**src/rtl/pack_head_gen.sv**
```systemverilog
// Packet header generator: on fire_head, snapshots timestamp/config and streams a fixed-order
// header byte-by-byte over a valid/ready interface, optionally followed by an XOR checksum.
`timescale 1ns/1ps
module pack_head_gen #(
  parameter logic [7:0]  VER      = 8'h51,
  parameter int unsigned LEN_W    = 12,
  parameter int unsigned CH_W     = 2,
  parameter int unsigned HAS_CSUM = 1
) (
  input  logic              clk_sys,
  input  logic              rst_n,
  input  logic              fire_head,
  input  logic              abort,
  output logic              done_head,
  output logic              busy,
  output logic [7:0]        head_data,
  output logic              head_vld,
  input  logic              head_rdy,
  input  logic [31:0]       q_utc,
  input  logic [31:0]       q_ns,
  input  logic [7:0]        cfg_sample,
  input  logic [CH_W-1:0]   cfg_ch,
  input  logic [LEN_W-1:0]  len_load
);

  localparam int unsigned HDR_LEN  = 13 + HAS_CSUM;
  localparam logic [3:0]  LAST_IDX = 4'(HDR_LEN - 1);
  localparam logic [3:0]  CSUM_IDX = 4'd13;

  typedef enum logic [1:0] {StIdle, StSend, StDone} state_t;

  state_t      r_state, w_state_d;
  logic [3:0]  r_idx, w_idx_d;
  logic [7:0]  r_csum, w_csum_d;
  logic [7:0]  r_data, w_data_d;
  logic        r_vld, w_vld_d;
  logic [31:0] r_utc, r_ns;
  logic [7:0]  r_sample, r_ch;
  logic [15:0] r_len;

  logic        w_snap_en;
  logic        w_xfer;
  logic [3:0]  w_idx_inc;
  logic [7:0]  w_csum_upd;
  logic [7:0]  w_sel_byte;

  assign w_xfer     = r_vld & head_rdy;
  assign w_idx_inc  = r_idx + 4'd1;
  assign w_csum_upd = r_csum ^ r_data;

  // Byte following the one currently presented; the checksum folds in the byte leaving now.
  always_comb begin
    w_sel_byte = 8'h00;
    case (w_idx_inc)
      4'd0:    w_sel_byte = VER;
      4'd1:    w_sel_byte = r_sample;
      4'd2:    w_sel_byte = r_ch;
      4'd3:    w_sel_byte = r_len[15:8];
      4'd4:    w_sel_byte = r_len[7:0];
      4'd5:    w_sel_byte = r_utc[31:24];
      4'd6:    w_sel_byte = r_utc[23:16];
      4'd7:    w_sel_byte = r_utc[15:8];
      4'd8:    w_sel_byte = r_utc[7:0];
      4'd9:    w_sel_byte = r_ns[31:24];
      4'd10:   w_sel_byte = r_ns[23:16];
      4'd11:   w_sel_byte = r_ns[15:8];
      4'd12:   w_sel_byte = r_ns[7:0];
      4'd13:   w_sel_byte = w_csum_upd;
      default: w_sel_byte = 8'h00;
    endcase
  end

  always_comb begin
    w_state_d = r_state;
    w_idx_d   = r_idx;
    w_csum_d  = r_csum;
    w_data_d  = r_data;
    w_vld_d   = r_vld;
    w_snap_en = 1'b0;
    if (abort) begin
      w_state_d = StIdle;
      w_vld_d   = 1'b0;
      w_idx_d   = 4'd0;
      w_csum_d  = 8'h00;
    end else begin
      case (r_state)
        StIdle: begin
          if (fire_head) begin
            w_state_d = StSend;
            w_snap_en = 1'b1;
            w_idx_d   = 4'd0;
            w_csum_d  = 8'h00;
            w_data_d  = VER;
            w_vld_d   = 1'b1;
          end
        end
        StSend: begin
          if (w_xfer) begin
            if (r_idx != CSUM_IDX) w_csum_d = w_csum_upd;
            if (r_idx == LAST_IDX) begin
              w_state_d = StDone;
              w_vld_d   = 1'b0;
            end else begin
              w_idx_d  = w_idx_inc;
              w_data_d = w_sel_byte;
            end
          end
        end
        StDone:  w_state_d = StIdle;
        default: w_state_d = StIdle;
      endcase
    end
  end

  always_ff @(posedge clk_sys or negedge rst_n) begin
    if (!rst_n) begin
      r_state <= StIdle;
    end else begin
      r_state <= w_state_d;
    end
  end

  always_ff @(posedge clk_sys or negedge rst_n) begin
    if (!rst_n) begin
      r_idx    <= 4'd0;
      r_csum   <= 8'h00;
      r_data   <= 8'h00;
      r_vld    <= 1'b0;
      r_utc    <= 32'h0;
      r_ns     <= 32'h0;
      r_sample <= 8'h00;
      r_ch     <= 8'h00;
      r_len    <= 16'h0;
    end else begin
      r_idx  <= w_idx_d;
      r_csum <= w_csum_d;
      r_data <= w_data_d;
      r_vld  <= w_vld_d;
      if (w_snap_en) begin
        r_utc    <= q_utc;
        r_ns     <= q_ns;
        r_sample <= cfg_sample;
        r_ch     <= 8'(cfg_ch);
        r_len    <= 16'(len_load);
      end
    end
  end

  assign head_data = r_data;
  assign head_vld  = r_vld;
  assign busy      = (r_state != StIdle);
  assign done_head = (r_state == StDone);

endmodule
```
**config.mk**
```make
export PLATFORM = sky130hd
export DESIGN_NAME = pack_head_gen
export DESIGN_NICKNAME = d
export VERILOG_FILES = /design/src/rtl/pack_head_gen.sv
export SDC_FILE = /design/constraint.sdc
export NUM_CORES = 1
export LEC_CHECK = 0
export ABC_AREA = 0
export CAP_MARGIN = 25
export CORE_MARGIN = 1
export CORE_UTILIZATION = 52
export DETAILED_ROUTE_END_ITERATION = 6
export PLACE_DENSITY = 0.9
export SYNTH_ARGS = -nofsm -noshare
export SYNTH_HDL_FRONTEND = slang
export SYNTH_SLANG_ARGS = --single-unit
```
**constraint.sdc**
```tcl
create_clock -name clk_sys -period 3.3 [get_ports clk_sys]
set_clock_uncertainty 0.05 [all_clocks]
set_input_delay 0.495 -clock clk_sys [delete_from_list [all_inputs] [get_ports clk_sys]]
set_output_delay 0.495 -clock clk_sys [all_outputs]
set_load 0.05 [all_outputs]
```
==> qor.yml <==
sta:
  relSlewSlack_pct: 38.9
  slew_violations: 0
  fmax_ghz: 0.343
  worst_slew_pin_slew_ns: 0.915
  period_share_pct: 88.3
  rsz0062_at_grt: "no"
  layout_setup_ws_ns: 0.386
  report.final.hold_viol_count: 0
  fin_tns_setup_ns: 0
  setup_violations: 0
  finalCriticalPeriod_ns: 2.91
detailed_routing:
  postRouteAntennaNets: 0
  drc: 2
  totalWireLength_um: 17100
  num_vias: 5059
  wl_per_cell_um: 21.8
  wl_met1_um: 6550
  top_layer: "met4"
  viasPerCell: 6.45
  wl_met2_um: 8380
  drt_iter0_drc: 658
  first_pass_iters: 7
  wl_met3_um: 1600
power_and_ir_drop:
  p_leak_nw: 2.86
  power_density_nw_per_um2: 452
  ir_drop_mv: 0.396
critical_path:
  crit_path_end: "head_data[6]"
  rr_worst_depth: 7
  r2r_start: "r_idx[0]"
  crit_start: "r_idx[0]"
  max_stage_delay_ns: 0.63
  rr_endpoint: "head_data[6]"
  crit_required_ns: 3.59
  path_class: "flip-flop to flip-flop"
  crit_chain: "ha_1, nand2_1, o21ai_2, nor2b_1, a32o_1, nor4_1, a31oi_1"
  crit_path_start_kind: "flip-flop"
  critPathMaxFanout: 15
  worst_path_max_delay_cell: "dfrtp_1"
  critPathArrivalTime_ns: 3.20
  endpoint_kind: "flip-flop"
  r2r_setup_slack_ns: 0.39
yosys:
  synth-seq-area-share_pct: 47.1
  ys_top_cells_by_area: "dfrtp_1 47%, mux2_2 16%, nand2_1 3.1%"
  syn-num-nets: 638
  yosys_warnings: 0
  synth_enable_flop_cells: 0
  syn_inst: 541
  ys_async_sr_fraction_pct: 100
  yosys_most_used_dff: "dfrtp_1"
  syn_area_per_cell_um2: 10.7
  synth.distinct_cells: 65
  ys_ff_latch: 109
  yosys.area.top_type: "dfrtp_1"
  synth_area_um2: 5790
  synth_top_area_share_pct: 47.1
clocking:
  htree_levels: 3
  cts_hold_buf: 1
  post_cts_buffers: 0
  cts_resized: 0
  numCtsBuffers: 9
  cts_sinks: 109
  path_clk_slew_ns: 0.11
  clock-root-buffer: "clkbuf_8"
  worstSkewPairLatency_ns: 0.40
  cts_tree: "yes"
  clk_path_buf_depth: 2
final_layout:
  fill_cells: 846
  drive_gt1_share_pct: 20.7
  multi_input_area_um2: 2850
  regArea_um2: 2730
  nNetsFinal: 736
  antennaDiodeCount: 0
  syn2layout_area_growth_pct: 24.8
global_routing:
  grt_overflow: 0
  grt_max_degree: 60
  grt_use_total_pct: 31.5
  antenna_found_initial: 0
  grt_pass1_wl_um: 27200
  grt_pass1_vias: 5076
floorplan:
  core_um2: 10800
  initial_core_util_pct: 53.4
  ios: 102
  die_w_um: 108
  num_rows: 38
  dieArea_um2: 11600
  fp.dieH_um: 108
place:
  place.gp.congestion: 1.06
  hpwl_um: 12800
  io_buffers: 101
  pre_cts_slack_ns: 0.555
hold_path:
  holdPathStages: 1
  hold_class: "flip-flop to flip-flop"
run:
  maxCapViolations: 0
status:
  violations: "design-rule violations"
  status: "complete, but fails checks"
layout by cell type (no fill, tap or decap), types with 4 or more instances in the layout:
cell	Yosys	final
dfrtp_1	109	109
clkdlybuf4s50_1	0	100
mux2_2	83	83
nand2_1	48	48
o21ai_0	35	35
nor2_1	28	27
buf_4	2	21
nand3_1	20	20
nand4_1	15	15
a22oi_1	14	14
inv_1	10	10
clkbuf_8	0	9
nor3_1	8	8
a32oi_1	8	8
a22o_1	6	6
a21oi_1	6	6
ha_1	6	6
nor2b_1	5	5
o21a_1	5	5
xnor2_1	5	5
and3_1	5	5
a31oi_1	5	5
a221oi_1	5	5
o2111ai_1	5	5
nand2b_1	4	4
a32o_1	4	4
a21o_1	4	4
nor4_1	4	4
o22ai_1	4	4
a2111oi_0	4	4
o31ai_1	4	4
power breakdown:
part	switching, W	internal [W]	total [W]
clock network	0.000496	0.000518	0.00101
registers	0.000176	0.00154	0.00172
logic	0.000213	0.000318	0.000530
total	0.000885	0.00238	0.00326
metrics by stage:
step / hold slack [ns] / utilization (%) / cell area, um^2 / power (W) / cells
2_1_floorplan: 0.149 / - / 5790 / 0.00198 / 541
3_3_place_gp: 0.380 / 64.3 / 6970 / 0.00224 / 767
3_5_place_dp: 0.385 / 64.3 / 6970 / 0.00227 / 767
4_1_cts: 0.466 / 66.7 / 7230 / 0.00327 / 784
5_1_grt: 0.486 / 66.7 / 7230 / 0.00339 / 784
6_report: 0.469 / 66.7 / 7230 / 0.00326 / 784
cell families (layout without fill, tap and decap cells):
group	count (synthesis)	after routing	synth area share [%]
muxes	84	84	16.4
AOI/OAI and AO/OA	132	132	16.6
xor gates and xnor gates	8	8	1.21
DFF	109	109	47.1
buffers and inverters	46	149	3.87
and+or+nand+nor	156	156	13.5
adders and majority gates	6	6	1.30
sequential cells by signal, summed over array words and instances (netlist names):
register and cells:
r_ns 32, r_utc 32, r_len 12, head_data 8
r_csum 8, r_sample 8, r_idx 4, r_ch 2
r_state 2, head_vld 1
worst min-delay path by stage:
stage / start / end
2_1_floorplan: rst_n / head_data[0]
3_3_place_gp: rst_n / r_ns[15]
3_5_place_dp: rst_n / r_ns[15]
4_1_cts: r_csum[3] / r_csum[3]
5_1_grt: r_csum[3] / r_csum[3]
6_report: r_csum[5] / r_csum[5]
synthesized netlist by cell type, types with 3 or more instances:
cell / count
a32oi_1: 8
nand3_1: 20
a21o_1: 4
or3_1: 3
mux2_2: 83
o21ai_0: 35
a22oi_1: 14
nand2b_1: 4
a2111oi_0: 4
o31ai_1: 4
a2bb2oi_1: 3
buf_2: 17
a22o_1: 6
nor4_1: 4
xnor2_1: 5
xor2_1: 3
nor2b_1: 5
a211oi_1: 3
clkbuf_1: 13
buf_6: 3
o22ai_1: 4
a221oi_1: 5
nand4_1: 15
nand2_1: 48
nor2_1: 28
o2111ai_1: 5
a31oi_1: 5
ha_1: 6
dfrtp_1: 109
o21a_1: 5
and3_1: 5
a32o_1: 4
a21oi_1: 6
inv_1: 10
a222oi_1: 3
nor3_1: 8
worst max-delay path, delay by kind of cell, from the launching register on:
kind / cells / cell delay (ns)
flip-flops: 1 / 0.63
AND/OR/NAND/NOR: 3 / 0.92
adder cells (fa/ha/maj): 1 / 0.39
AO/OA/AOI/OAI: 3 / 0.84
layout make-up:
cell class,count,area share [%]
clock buffer,9,1.71
clock inverter,7,1.80
inverter,10,0.519
multi-input combinational,386,39.4
sequential,109,37.7
tap,140,2.42
timing repair buffer,123,16.4
metal layers:
layer  track usage, %  vias to the layer above
met5                0                        -
met2             51.9                      308
met1             40.0                     2473
met4             13.3                        0
met3             6.96                       53
li1                 -                     2225
Power figures use the tool's default switching activity.
